<file path="src/rtl/mips_pipe_pkg.sv">
// mips_pipe_pkg: shared pipeline-control bit positions, widths and the MEM stage state type.
package mips_pipe_pkg;
    localparam int DATA_W_DEF  = 32;
    localparam int ADDR_W_DEF  = 32;
    localparam int REG_W_DEF   = 5;
    localparam int WB_REGWRITE = 1;
    localparam int WB_MEMTOREG = 0;
    localparam int M_MEMREAD   = 1;
    localparam int M_MEMWRITE  = 0;
    typedef enum logic {IDLE, BUSY} state_t;
endpackage

</file>
<file path="src/rtl/mem_wb_reg.sv">
// mem_wb_reg: MEM/WB pipeline register; a bubble clears writeback control and holds the data fields.
module mem_wb_reg #(
    parameter int DATA_W = 32,
    parameter int REG_W  = 5
) (
    input  logic              clk_i,
    input  logic              rst_n_i,
    input  logic              bubble_i,
    input  logic              ld_rdata_i,
    input  logic [1:0]        wb_i,
    input  logic [DATA_W-1:0] alu_i,
    input  logic [REG_W-1:0]  rd_i,
    input  logic [DATA_W-1:0] rdata_i,
    output logic [1:0]        wb_o,
    output logic [DATA_W-1:0] alu_o,
    output logic [REG_W-1:0]  rd_o,
    output logic [DATA_W-1:0] rdata_o
);
    logic [1:0]        wb_q;
    logic [DATA_W-1:0] alu_q, rdata_q;
    logic [REG_W-1:0]  rd_q;

    always_ff @(posedge clk_i or negedge rst_n_i) begin
        if (!rst_n_i) begin
            wb_q    <= '0;
            alu_q   <= '0;
            rd_q    <= '0;
            rdata_q <= '0;
        end else begin
            wb_q <= bubble_i ? 2'b00 : wb_i;
            if (!bubble_i) begin
                alu_q <= alu_i;
                rd_q  <= rd_i;
            end
            if (ld_rdata_i) rdata_q <= rdata_i;
        end
    end

    assign wb_o    = wb_q;
    assign alu_o   = alu_q;
    assign rd_o    = rd_q;
    assign rdata_o = rdata_q;
endmodule

</file>
<file path="src/rtl/mem_access_stage.sv">
// mem_access_stage: MEM stage issuing data-memory loads/stores over req/ack and stalling upstream meanwhile.
// Define MEMSTAGE_ALIGN_CHECK_EN to squash word-misaligned accesses and pulse align_err instead.
module mem_access_stage
    import mips_pipe_pkg::*;
#(
    parameter int DATA_W = DATA_W_DEF,
    parameter int ADDR_W = ADDR_W_DEF,
    parameter int REG_W  = REG_W_DEF
) (
    input  logic              clock,
    input  logic              reset_n,
    input  logic [1:0]        WB,
    input  logic [1:0]        M,
    input  logic [DATA_W-1:0] ALUIn,
    input  logic [DATA_W-1:0] WriteDataIn,
    input  logic [REG_W-1:0]  RegRDIn,
    output logic              mem_req,
    output logic              mem_we,
    output logic [ADDR_W-1:0] mem_addr,
    output logic [DATA_W-1:0] mem_wdata,
    input  logic [DATA_W-1:0] mem_rdata,
    input  logic              mem_ack,
    output logic              stall,
    output logic [1:0]        WBreg,
    output logic [DATA_W-1:0] ReadDataOut,
    output logic [DATA_W-1:0] ALUreg,
    output logic [REG_W-1:0]  RegRDreg,
    output logic              align_err
);
    state_t            state_q, state_d;
    logic              req_q, req_d, we_q, we_d;
    logic [ADDR_W-1:0] addr_q, addr_d;
    logic [DATA_W-1:0] wdata_q, wdata_d, cap_alu_q, cap_alu_d;
    logic [1:0]        cap_wb_q, cap_wb_d;
    logic [REG_W-1:0]  cap_rd_q, cap_rd_d;
    logic              access, misalign, issue, done, waiting;

    assign access = M[M_MEMREAD] | M[M_MEMWRITE];
`ifdef MEMSTAGE_ALIGN_CHECK_EN
    assign misalign = ALUIn[1:0] != 2'b00;
`else
    assign misalign = 1'b0;
`endif
    assign issue   = state_q == IDLE && access && !misalign;
    assign done    = state_q == BUSY && mem_ack;
    assign waiting = state_q == BUSY && !mem_ack;
    // The ack cycle releases the stall so EX/MEM advances on the completing edge.
    assign stall   = issue || waiting;

    always_comb begin
        state_d   = state_q;
        req_d     = req_q;
        we_d      = we_q;
        addr_d    = addr_q;
        wdata_d   = wdata_q;
        cap_wb_d  = cap_wb_q;
        cap_alu_d = cap_alu_q;
        cap_rd_d  = cap_rd_q;
        if (issue) begin
            state_d   = BUSY;
            req_d     = 1'b1;
            we_d      = M[M_MEMWRITE];
            addr_d    = ALUIn[ADDR_W-1:0];
            wdata_d   = WriteDataIn;
            cap_wb_d  = WB;
            cap_alu_d = ALUIn;
            cap_rd_d  = RegRDIn;
        end else if (done) begin
            state_d = IDLE;
            req_d   = 1'b0;
        end
    end

    always_ff @(posedge clock or negedge reset_n) begin
        if (!reset_n) begin
            state_q   <= IDLE;
            req_q     <= 1'b0;
            we_q      <= 1'b0;
            addr_q    <= '0;
            wdata_q   <= '0;
            cap_wb_q  <= '0;
            cap_alu_q <= '0;
            cap_rd_q  <= '0;
        end else begin
            state_q   <= state_d;
            req_q     <= req_d;
            we_q      <= we_d;
            addr_q    <= addr_d;
            wdata_q   <= wdata_d;
            cap_wb_q  <= cap_wb_d;
            cap_alu_q <= cap_alu_d;
            cap_rd_q  <= cap_rd_d;
        end
    end

`ifdef MEMSTAGE_ALIGN_CHECK_EN
    logic align_q;
    always_ff @(posedge clock or negedge reset_n) begin
        if (!reset_n) align_q <= 1'b0;
        else          align_q <= state_q == IDLE && access && misalign;
    end
    assign align_err = align_q;
`else
    assign align_err = 1'b0;
`endif

    assign mem_req   = req_q;
    assign mem_we    = we_q;
    assign mem_addr  = addr_q;
    assign mem_wdata = wdata_q;

    // Every IDLE access cycle (issued or squashed) and every wait cycle emits a bubble.
    mem_wb_reg #(.DATA_W(DATA_W), .REG_W(REG_W)) u_mem_wb (
        .clk_i      (clock),
        .rst_n_i    (reset_n),
        .bubble_i   ((state_q == IDLE && access) || waiting),
        .ld_rdata_i (done && !we_q),
        .wb_i       (state_q == BUSY ? cap_wb_q : WB),
        .alu_i      (state_q == BUSY ? cap_alu_q : ALUIn),
        .rd_i       (state_q == BUSY ? cap_rd_q : RegRDIn),
        .rdata_i    (mem_rdata),
        .wb_o       (WBreg),
        .alu_o      (ALUreg),
        .rd_o       (RegRDreg),
        .rdata_o    (ReadDataOut)
    );
endmodule

</file>
<file path="config.mk">
export PLATFORM = sky130hd
export DESIGN_NAME = mem_access_stage
export DESIGN_NICKNAME = d
export VERILOG_FILES = /design/src/rtl/mips_pipe_pkg.sv /design/src/rtl/mem_wb_reg.sv /design/src/rtl/mem_access_stage.sv
export SDC_FILE = /design/constraint.sdc
export NUM_CORES = 1
export LEC_CHECK = 0
export ABC_AREA = 1
export ABC_CLOCK_PERIOD_IN_PS = 1600
export BUFFER_PORTS_ARGS = -buffer_cell sky130_fd_sc_hd__buf_2
export CORE_MARGIN = 5
export CORE_UTILIZATION = 45
export CTS_CLUSTER_DIAMETER = 120
export CTS_CLUSTER_SIZE = 20
export DETAILED_ROUTE_END_ITERATION = 7
export GPL_ROUTABILITY_DRIVEN = 0
export GPL_TIMING_DRIVEN = 0
export PLACE_DENSITY = 0.75
export SYNTH_ARGS = -nofsm -noshare
export SYNTH_HDL_FRONTEND = slang
export SYNTH_SLANG_ARGS = --single-unit
</file>
<file path="constraint.sdc">
create_clock -name clock -period 1.6 [get_ports clock]
set_input_delay 0.4 -clock clock [delete_from_list [all_inputs] [get_ports clock]]
set_output_delay 0.4 -clock clock [all_outputs]
set_load 0.05 [all_outputs]
</file>
==> results.yml <==
status:
  status: "finished with violations"
  violated_checks: "negative setup slack"
routing:
  routed_wirelength_um: 17400
  routed_wire_length_per_instance_um: 14.9
  routed_via_density: 4.74
  num_vias: 5514
  detail_route.iter0.violations: 288
  router_iterations_before_antenna_repair: 6
  drc: 0
  drt.antenna.violating_nets: 0
floorplanning:
  core_um2: 13200
  top_level_ports: 247
  dieWidth_um: 126
  initial_core_util_pct: 45.7
  dieArea_um2: 15900
  row_count: 42
  chipHeight_um: 126
power:
  cellInternalPower_uw: 10100
  power_switching_share_pct: 49.7
  sequentialPowerShare_pct: 30.2
  p_per_area_nw_per_um2: 2410
  power.ir.vdd_worst_mv: 1.49
  switching_power_uw: 9960
  share_comb_of_total_power_pct: 48.6
  leakagePower_uw: 0.00478
  clock_power_share_pct: 21.3
timing:
  rsz0062_at_grt: "true"
  final-max-slew-violation-count: 0
  final.period_utilization_pct: 112
  final-setup-viol-count: 1
  final.setup.tns_ns: -0.185
  timing.max_slew.rel_slack_pct: 62.9
  maxClockFrequency_ghz: 0.560
  period_minus_slack_ns: 1.79
  final_critical_path_setup_slack_ns: -0.185
  timing_worst_slew_pin_value_ns: 0.556
  fin_skew_ns: 0.00677
  hold_viol_final: 0
  hold_slack_ns: 0.227
worst_setup_path:
  reg2reg_slack_ns: 0.09
  worst-path-buf-inv: 4
  timing.critical_path.cells: "buf_6, inv_6, o21ai_4, buf_8, nand2_8, buf_8"
  worst_r2r_endpoint: "cap_alu_q[8]"
  timing.critical_path.to_type: "primary output"
  crit_path_top_delay_cell: "dfrtp_2"
  worstPathArrival_ns: 1.39
  start_kind: "flop"
  timing.critical_path.mode_cell: "buf_8"
  worst-path-max-fanout: 4
  crit-reg2reg-launch: "mem_req"
  critPathTopFamily: "buffers and inverters"
  ff2ff_path_depth: 7
  cp.required_ns: 1.20
  critPathMaxStageDelay_ns: 0.40
  critPathKind: "flop to primary output"
synthesis:
  postSynthCellCount: 700
  syn-cell-area_um2: 6060
  synth_compound_area_share_pct: 12.0
  synth.distinct_cells: 18
  post_synth_fa_ha_maj_area_fraction_pct: 0
  synth_simple_gate_area_share_pct: 17.5
  syn-mean-instance-area_um2: 8.65
  yosys-top-cells-area: "dfrtp_1 59%, nand2_1 14%, o21ai_0 11%"
  synth_top_area_share_pct: 59.5
  synth_nets: 808
  synth_area_leader_cell: "dfrtp_1"
  sequential_share_of_the_synthesized_area_pct: 59.5
  post_synth_xor_xnor_area_pct: 0
  dominant_combinational_cell_family_by_area_after_synthesis: "simple AND/OR/NAND/NOR gates"
  synthesis_stage_register_bit_count: 144
  yosysWarningCount: 0
  synth.area.mux_share_pct: 0
clock_tree:
  clockRootBuffer: "clkbuf_16"
  tritoncts: "yes"
  ctsLongestPathBuffers: 2
  cts.htree.levels: 4
  clk_transition_reported_paths_ns: 0.06
  clock-sinks: 144
  clk-insertion-delay-late_ns: 0.41
  tritoncts.num_buffers: 17
grt:
  grt_first_pass_wirelength_um: 28600
  vias_in_the_first_global_route: 5633
  globalRouteMet1Util_pct: 28.7
  grt_antenna_before_repair: 1
  grt_max_degree: 90
  groute.layer.met3.usage_pct: 7.45
  grt_overflow_total: 0
  gr-max-usage-layer: "met2"
  globalRouteMet2Util_pct: 35.6
  grt_usage_pct: 22.3
final_layout:
  num-nets-final: 1081
  drive_gt1_share_pct: 33.1
  area_growth_pct: 37.0
  fin_util_pct: 62.7
  final.fill_count: 1190
flow_run:
  timing.max_cap.violations: 0
placed_design:
  dp_hpwl_um: 12700
  buffer_ports.inserted: 245
worst_hold_path:
  hold_path.startpoint: "WriteDataIn[28]"
  holdCritPathClass: "primary input to flop"
  hold_path_end: "mem_wdata[28]"
  hold_path_depth: 3
==> cell usage after synthesis (all sizes together) <==
cell,n
nand2,222
nor2,5
clkbuf,12
dfrtp,144
o21ai,141
nand3b,1
a21oi,2
nand3,37
inv,104
conb,1
or2,1
buf,30
==> final cells by class <==
| cell class | instances | area [um2] | area share [%] |
|---|---|---|---|
| diodes | 1 | 2.50 | 0.0302 |
| clock inverters | 10 | 156 | 1.88 |
| repair buffers | 254 | 1330 | 16.1 |
| clock buffers | 22 | 484 | 5.84 |
| inverters | 104 | 395 | 4.76 |
| flip-flops and latches | 144 | 3600 | 43.4 |
| well taps | 176 | 220 | 2.65 |
| multi-input cells | 410 | 1810 | 21.8 |
| plain buffers | 42 | 295 | 3.56 |
==> registers in the layout, indices dropped and copies added, names as in the netlist <==
| name | flops |
|---|---|
| mem_req | 1 |
| mem_we | 1 |
| u_mem_wb.alu_o | 32 |
| u_mem_wb.rd_o | 5 |
| cap_rd_q | 5 |
| u_mem_wb.rdata_o | 32 |
| cap_alu_q | 32 |
| cap_wb_q | 2 |
| u_mem_wb.wb_o | 2 |
| mem_wdata | 32 |
==> metrics by stage <==
step	worst slack [ns]	total power, uW	cell area (um2)	instances
6_report	-0.185	20000	8300	1163
3_3_place_gp	-2.27	15600	7520	1121
5_1_grt	-0.228	21100	8300	1162
2_1_floorplan	0.00241	13100	6070	700
4_1_cts	-0.213	20100	8250	1159
3_5_place_dp	-0.170	15800	7550	1122
==> cell families after synthesis <==
family | Yosys count
AND/OR/NAND/NOR | 266
buffers and inverters | 146
flip-flops | 144
AO/OA/AOI/OAI | 143
other | 1
==> layout by cell type (no fill, tap or decap), drive strengths merged <==
master | Yosys | routed
or2 | 1 | 1
clkbuf | 12 | 35
nand2 | 222 | 222
nand3 | 37 | 37
inv | 104 | 104
diode | 0 | 1
dlygate4sd3 | 0 | 1
nand3b | 1 | 1
dfrtp | 144 | 144
conb | 1 | 1
clkinvlp | 0 | 1
o21ai | 141 | 141
bufinv | 0 | 4
nor2 | 5 | 5
clkinv | 0 | 5
buf | 30 | 282
a21oi | 2 | 2
==> metal layers <==
layer  vias to the layer above  share of wire, %
met3                        26               9.1
met5                         -             0.040
met2                       223                47
li1                       2714                 -
met4                         2               1.7
met1                      2549                42
==> power by group through the flow <==
stage          sequential, uW  clock (uW)  combinational [uW]
6_report                 6050        4260                9730
4_1_cts                  6040        4330                9770
3_5_place_dp             6060           0                9710
2_1_floorplan           11100           0                2030
3_3_place_gp             6030           0                9570
5_1_grt                  6270        4470               10400
==> worst max path at each step <==
stage	slack, ns	end	startpoint	cells past startpoint
2_1_floorplan	0.002	stall	mem_req	4
3_3_place_gp	-2.27	mem_req	reset_n	1
3_5_place_dp	-0.17	stall	M[0]	5
4_1_cts	-0.21	stall	mem_req	6
5_1_grt	-0.23	stall	mem_req	6
6_report	-0.19	stall	mem_req	6
==> tightest hold or removal path: cells and delay by family <==
kind / cells / cell delay (ns)
compound gates: 1 / 0.06
buf+inv: 2 / 0.13
==> repair_timing <==
item,CTS,global route
resized for setup,6,15
hold endpoints to repair,55,0
buffers inserted,4,3
endpoints found under the setup margin,1,36
hold buffers,1,0
pin swaps,0,1
Note: power is estimated with default switching activity, not from simulation.
